File: config.mk
export PLATFORM = sky130hd
export DESIGN_NAME = div5_digit_serializer_flat
export DESIGN_NICKNAME = d
export VERILOG_FILES = /design/src/rtl/div5_digit_serializer_if.sv /design/src/rtl/div5_digit_serializer.sv /design/src/flat_wrapper.sv
export SDC_FILE = /design/constraint.sdc
export NUM_CORES = 1
export LEC_CHECK = 0
export ABC_AREA = 1
export BUFFER_PORTS_ARGS = -buffer_cell sky130_fd_sc_hd__buf_2
export CAP_MARGIN = 20
export CORE_ASPECT_RATIO = 0.6
export CORE_MARGIN = 2
export CORE_UTILIZATION = 60
export CTS_CLUSTER_DIAMETER = 200
export CTS_CLUSTER_SIZE = 12
export DETAILED_ROUTE_END_ITERATION = 16
export GPL_ROUTABILITY_DRIVEN = 0
export PLACE_DENSITY_LB_ADDON = 0.12
export SETUP_SLACK_MARGIN = 0.5
export SLEW_MARGIN = 20
export SYNTH_ARGS = -nofsm -noshare
export SYNTH_HDL_FRONTEND = slang
export SYNTH_SLANG_ARGS = --single-unit
File: constraint.sdc
create_clock -name clk -period 7.4 [get_ports clk]
set_input_delay 2.22 -clock clk [delete_from_list [all_inputs] [get_ports clk]]
set_output_delay 2.22 -clock clk [all_outputs]
set_load 0.02 [all_outputs]
File: src/rtl/div5_digit_serializer_if.sv
`default_nettype none
// ============================================================================
// Module      : div5_digit_serializer_if
// Description : Operand-in / digit-out handshake bundle for the base-5
//               digit serializer.
// Revision    : 1.0 - initial release
// ============================================================================
interface div5_digit_serializer_if #(
    parameter int WIDTH = 16
);
    logic             in_valid;
    logic             in_ready;
    logic [WIDTH-1:0] in_x;
    logic             dig_valid;
    logic             dig_ready;
    logic [2:0]       dig_out;
    logic             dig_last;
    logic [2:0]       dig_idx;
    logic             busy;

    // master: operand producer and digit consumer; slave: the serializer
    modport master (
        output in_valid, in_x, dig_ready,
        input  in_ready, dig_valid, dig_out, dig_last, dig_idx, busy
    );

    modport slave (
        input  in_valid, in_x, dig_ready,
        output in_ready, dig_valid, dig_out, dig_last, dig_idx, busy
    );
endinterface
`default_nettype wire

File: src/rtl/div5_digit_serializer.sv
`default_nettype none
// ============================================================================
// Module      : div5_digit_serializer (+ div_16_5 core)
// Description : Streams a 16-bit operand out as base-5 digits, LSD first,
//               by repeated constant division by 5.
// Revision    : 1.0 - initial release
// ============================================================================

module div_16_5 (
    input  wire logic [15:0] i_x,
    output logic      [13:0] o_q
);
    // floor(x*52429 / 2^18) equals floor(x/5) for every 16-bit x
    localparam logic [31:0] c_MAGIC = 32'd52429;

    assign o_q = 14'(({16'd0, i_x} * c_MAGIC) >> 18);
endmodule

module div5_digit_serializer #(
    parameter int WIDTH      = 16,
    parameter int QW         = 14,
    parameter int MAX_DIGITS = 7
) (
    input  wire logic               clk,
    input  wire logic               rst,
    div5_digit_serializer_if.slave  bus
);
    localparam int                  c_IDX_W  = $clog2(MAX_DIGITS);
    localparam logic [c_IDX_W-1:0]  c_IDX_ONE = c_IDX_W'(1);

    localparam logic [1:0] c_IDLE = 2'd0;
    localparam logic [1:0] c_CALC = 2'd1;
    localparam logic [1:0] c_EMIT = 2'd2;

    logic [1:0]         r_state;
    logic [1:0]         w_state_nxt;
    logic [WIDTH-1:0]   r_work;
    logic [WIDTH-1:0]   r_q;
    logic [2:0]         r_r;
    logic [c_IDX_W-1:0] r_idx;

    logic [QW-1:0]      w_q;
    logic [WIDTH-1:0]   w_q5;
    logic [2:0]         w_rem;
    logic               w_last;

    div_16_5 u_div (
        .i_x (r_work),
        .o_q (w_q)
    );

    assign w_q5   = (WIDTH'(w_q) << 2) + WIDTH'(w_q);
    assign w_rem  = 3'(r_work - w_q5);
    assign w_last = (r_q == '0);

    always_ff @(posedge clk) begin
        if (rst) begin
            r_state <= c_IDLE;
        end else begin
            r_state <= w_state_nxt;
        end
    end

    always_comb begin
        w_state_nxt = r_state;
        case (r_state)
            c_IDLE:  if (bus.in_valid)  w_state_nxt = c_CALC;
            c_CALC:                     w_state_nxt = c_EMIT;
            c_EMIT:  if (bus.dig_ready) w_state_nxt = w_last ? c_IDLE : c_CALC;
            default:                    w_state_nxt = c_IDLE;
        endcase
    end

    // Outputs depend only on state and registers, never on in_valid/dig_ready
    always_comb begin
        bus.in_ready  = 1'b0;
        bus.dig_valid = 1'b0;
        bus.dig_out   = 3'd0;
        bus.dig_last  = 1'b0;
        bus.dig_idx   = 3'd0;
        bus.busy      = 1'b0;
        case (r_state)
            c_IDLE: bus.in_ready = 1'b1;
            c_CALC: bus.busy     = 1'b1;
            c_EMIT: begin
                bus.busy      = 1'b1;
                bus.dig_valid = 1'b1;
                bus.dig_out   = r_r;
                bus.dig_last  = w_last;
                bus.dig_idx   = 3'(r_idx);
            end
            default: bus.in_ready = 1'b0;
        endcase
    end

    always_ff @(posedge clk) begin
        if (rst) begin
            r_work <= '0;
            r_q    <= '0;
            r_r    <= '0;
            r_idx  <= '0;
        end else begin
            case (r_state)
                c_IDLE: begin
                    if (bus.in_valid) begin
                        r_work <= bus.in_x;
                        r_idx  <= '0;
                    end
                end
                c_CALC: begin
                    r_q <= WIDTH'(w_q);
                    r_r <= w_rem;
                end
                c_EMIT: begin
                    if (bus.dig_ready) begin
                        if (w_last) begin
                            r_idx <= '0;
                        end else begin
                            r_work <= r_q;
                            r_idx  <= r_idx + c_IDX_ONE;
                        end
                    end
                end
                default: r_idx <= '0;
            endcase
        end
    end
endmodule
`default_nettype wire

File: src/flat_wrapper.sv
// flat-port wrapper written by rule: the top's interface ports become plain ports
module div5_digit_serializer_flat 
#(
    parameter int WIDTH      = 16,
    parameter int QW         = 14,
    parameter int MAX_DIGITS = 7
)
  (clk, rst, bus_in_valid, bus_in_x, bus_dig_ready, bus_in_ready, bus_dig_valid, bus_dig_out, bus_dig_last, bus_dig_idx, bus_busy);
  div5_digit_serializer_if #(.WIDTH(WIDTH)) bus_i ();
  input  wire logic clk;
  input  wire logic rst;
  input wire logic [$bits(bus_i.in_valid)-1:0] bus_in_valid;
  input wire logic [$bits(bus_i.in_x)-1:0] bus_in_x;
  input wire logic [$bits(bus_i.dig_ready)-1:0] bus_dig_ready;
  output wire logic [$bits(bus_i.in_ready)-1:0] bus_in_ready;
  output wire logic [$bits(bus_i.dig_valid)-1:0] bus_dig_valid;
  output wire logic [$bits(bus_i.dig_out)-1:0] bus_dig_out;
  output wire logic [$bits(bus_i.dig_last)-1:0] bus_dig_last;
  output wire logic [$bits(bus_i.dig_idx)-1:0] bus_dig_idx;
  output wire logic [$bits(bus_i.busy)-1:0] bus_busy;
  assign bus_i.in_valid = bus_in_valid;
  assign bus_i.in_x = bus_in_x;
  assign bus_i.dig_ready = bus_dig_ready;
  assign bus_in_ready = bus_i.in_ready;
  assign bus_dig_valid = bus_i.dig_valid;
  assign bus_dig_out = bus_i.dig_out;
  assign bus_dig_last = bus_i.dig_last;
  assign bus_dig_idx = bus_i.dig_idx;
  assign bus_busy = bus_i.busy;
  div5_digit_serializer #(.WIDTH(WIDTH), .QW(QW), .MAX_DIGITS(MAX_DIGITS)) u_core (.clk(clk), .rst(rst), .bus(bus_i));
endmodule
==> Flow_metrics.wiki <==
{| class="wikitable"
! Metric !! Value
|-
| Most used cells in the layout excluding fill and tap cells || sky130_fd_sc_hd__inv_1 (204), sky130_fd_sc_hd__ha_1 (140), sky130_fd_sc_hd__nand2_1 (114)
|-
| Yosys synthesis warning count || 0
|-
| Antenna diode count || 0
|-
| Post-synthesis async set-or-reset flop share || 0%
|-
| Most common cell after layout, fill and taps aside || sky130_fd_sc_hd__inv_1
|-
| Vias per std cell || 5.65
|-
| Fraction of synthesized area in multiplexers || 0%
|-
| Worst hold stages || 2
|-
| Total I/O pin count || 30
|-
| Cell type of the slowest stage on the worst timing path || sky130_fd_sc_hd__fa_1
|-
| Top delay family on crit path || adder cells
|-
| Vertical die dimension || 86.7 um
|-
| Synth Register Bits || 38
|-
| Worst-case clock buffer depth || 2
|-
| Synthesized Nets || 1094
|-
| Achievable frequency || 151 MHz
|-
| Delay of the slowest cell on the worst path || 0.53 ns
|-
| Register-to-register path setup slack || 0.78 ns
|-
| Source of the worst hold timing path || u_core.r_idx[0]$_SDFFE_PP0P_
|-
| Dominant combinational cell family by area after synthesis || adder cells
|-
| RR Endpoint || u_core.r_r[2]$_SDFFE_PP0P_
|-
| CP Class || register to register
|-
| Critical Path Most Common Cell || sky130_fd_sc_hd__inv_1
|-
| Fin. Hold Viols || 0
|-
| Via count of the first global-routing pass || 5753
|-
| End point of the worst hold path || u_core.r_idx[0]$_SDFFE_PP0P_
|-
| Largest net degree at the start of global routing || 26
|-
| Post-detailed-route count of antenna-violating nets || 0
|-
| Number of endpoints failing setup at the final stage || 0
|-
| Post-synthesis instance area || 6830 sq um
|-
| Register area share after synthesis || 11.1%
|-
| Tcrit/Tclk final || 89.5%
|-
| Synth Area in Compound Gates || 10.8%
|-
| Filler cells || 994
|-
| Post-synthesis simple-gate area fraction || 14.6%
|-
| Cell at the root of the clock tree || sky130_fd_sc_hd__clkbuf_16
|-
| Worst max-slew margin expressed relative to the limit || 53.0%
|-
| Post-detail-place hpwl || 16400 um
|-
| Endpoint required time on the critical path || 7.58 ns
|-
| Starting Density || 61.1%
|-
| Number of enable-type register cells in the synthesized netlist || 0
|-
| Crit path buffers/inverters || 8
|-
| Run status || completed
|-
| Latest clock arrival within the worst-skew pair || 0.29 ns
|-
| Share of layout cells above drive strength 1 || 8.41%
|-
| Cts bufs inserted || 5
|-
| Unrepaired setup endpoints after global routing || false
|-
| Highest routing layer actually used || met4
|-
| TritonCTS clock tree || done
|-
| Placeable Area || 11200 sq um
|-
| Post-layout min period || 6.62 ns
|-
| Overall global routing resource usage || 33.3%
|-
| Met1 Wirelength || 8760 um
|-
| Critical R2R Launch || u_core.r_work[14]$_SDFFE_PP0P_
|-
| Total of max-cap violations || 0
|-
| Post-synthesis share of cell area spent on xor and xnor gates || 2.18%
|-
| Die outline area || 12300 sq um
|-
| Layout Area Growth over Synthesis || 6.54%
|-
| Met2 routed wirelength || 7550 um
|-
| CP startpoint kind || register
|-
| Most used flip-flop cell after synthesis || sky130_fd_sc_hd__dfxtp_1
|-
| Standard-cell rows || 30
|-
| Hold buffer count at cts || 0
|-
| Antenna violations before repair || 0
|-
| Detailed Routing Iterations Pass 1 || 5
|-
| Max Fanout on Critical Path || 6
|-
| Reg2reg path depth || 31
|-
| DR vias || 5782
|-
| Number of max-slew violations in the final report || 0
|-
| Arithmetic-cell share of the synthesized area counting full adders, half adders and majority gates || 48.7%
|-
| Critical Path End Type || register
|-
| Fin Clk Skew || 0.00644 ns
|-
| H-tree level count || 2
|-
| Met3 wire len || 2420 um
|-
| Number of nets in the layout || 1119
|-
| Post-detailed-routing wire length || 19000 um
|-
| Final sum of negative setup slack || 0 ns
|-
| Avg Synthesized Cell Area || 7.99 sq um
|-
| Distinct cell type count of the synthesized netlist || 39
|-
| DRC violation total after the first TritonRoute iteration || 602
|-
| Wirelength per Cell || 18.5 um
|-
| Worst hold path class || register to register
|-
| Clock-pin slew on the worst setup and hold paths || 0.07 ns
|-
| Die Wd || 142 um
|-
| Slew of the pin with the lowest slew margin || 0.704 ns
|-
| Number of instances in the synthesized netlist || 855
|-
| Clock tree sinks || 38
|-
| Critical path arrival || 6.80 ns
|-
| Overflow after GRT || 0
|-
| Wire length of the first global-routing pass || 30700 um
|-
| DRC violation count after routing || 0
|-
| Number of buffers added on ports || 29
|}
## per-layer routing
layer,track usage [%],vias to the layer above
met4,5.27,0
li1,-,2750
met2,47.5,274
met3,12.1,27
met1,49.2,2731
met5,0,-
## cell families (layout without fill, tap and decap cells)
kind of cell | Yosys count | in the layout
flops | 38 | 38
xor+xnor | 17 | 17
fa+ha+maj | 219 | 219
simple gates | 227 | 227
buf+inv | 223 | 248
compound gates | 131 | 131
## registers in the layout, indices dropped and copies added, names as in the netlist
name and cells:
u_core.r_work 16, u_core.r_state 2, u_core.r_idx 3, u_core.r_r 3
u_core.r_q 14
## tightest hold or removal path: stages (launching register included)
cell	delay [ns]
sky130_fd_sc_hd__dfxtp_1	0.32
sky130_fd_sc_hd__inv_1	0.07
sky130_fd_sc_hd__o21ai_0	0.08
## layout make-up
type,instances,area (sq um),area share (%)
Multi-Input combinational cell,594,5240,71.9
Clock inverter,2,10.0,0.138
Inverter,209,788,10.8
Clock buffer,5,125,1.72
Sequential cell,38,771,10.6
Tap cell,144,180,2.48
Timing Repair Buffer,32,168,2.30
## Yosys cell counts (12+ instances only)
cell | number | area [sq um]
sky130_fd_sc_hd__a21oi_1 | 50 | 250
sky130_fd_sc_hd__nand3_1 | 34 | 170
sky130_fd_sc_hd__a21o_1 | 12 | 90.1
sky130_fd_sc_hd__nand2_1 | 114 | 428
sky130_fd_sc_hd__dfxtp_1 | 38 | 761
sky130_fd_sc_hd__nor2_1 | 50 | 188
sky130_fd_sc_hd__o21ai_0 | 37 | 185
sky130_fd_sc_hd__ha_1 | 141 | 1760
sky130_fd_sc_hd__a31oi_1 | 12 | 75.1
sky130_fd_sc_hd__inv_1 | 204 | 766
sky130_fd_sc_hd__fa_1 | 78 | 1560
sky130_fd_sc_hd__xor2_1 | 14 | 123
## through the flow
step	std cells	utilization (%)	hold slack, ns	worst slack (ns)	instance area [sq um]
final	1024	65.1	0.520	0.779	7280
after global routing	1024	65.1	0.547	0.453	7280
after CTS	1023	64.7	0.520	0.715	7230
after detailed placement	1016	63.5	0.512	0.748	7100
after global placement	1016	63.5	0.494	0.960	7100
after floorplan	855	-	0.450	1.35	6830
## timing repair
item                                   CTS  global route
endpoints found under the hold margin    0             0
setup endpoints to repair                0             1
buffers inserted                         0             1
resized for setup                        0            12
## how the worst max path moves through the flow
stage                                         startpoint                         end  slack, ns  cells after the start
after floorplan            u_core.r_work[1]$_SDFFE_PP0P_  u_core.r_r[2]$_SDFFE_PP0P_       1.35                     30
after global placement     u_core.r_work[1]$_SDFFE_PP0P_  u_core.r_r[2]$_SDFFE_PP0P_       0.96                     30
after global routing       u_core.r_work[2]$_SDFFE_PP0P_  u_core.r_r[2]$_SDFFE_PP0P_       0.45                     29
after detailed placement  u_core.r_work[14]$_SDFFE_PP0P_  u_core.r_r[2]$_SDFFE_PP0P_       0.75                     32
final                     u_core.r_work[14]$_SDFFE_PP0P_  u_core.r_r[2]$_SDFFE_PP0P_       0.78                     31
after CTS                 u_core.r_work[14]$_SDFFE_PP0P_  u_core.r_r[2]$_SDFFE_PP0P_       0.72                     32
Power is left out: the tool's default activity adds up to more than one toggle a clock period on the data nets, which glitch-free logic cannot reach.
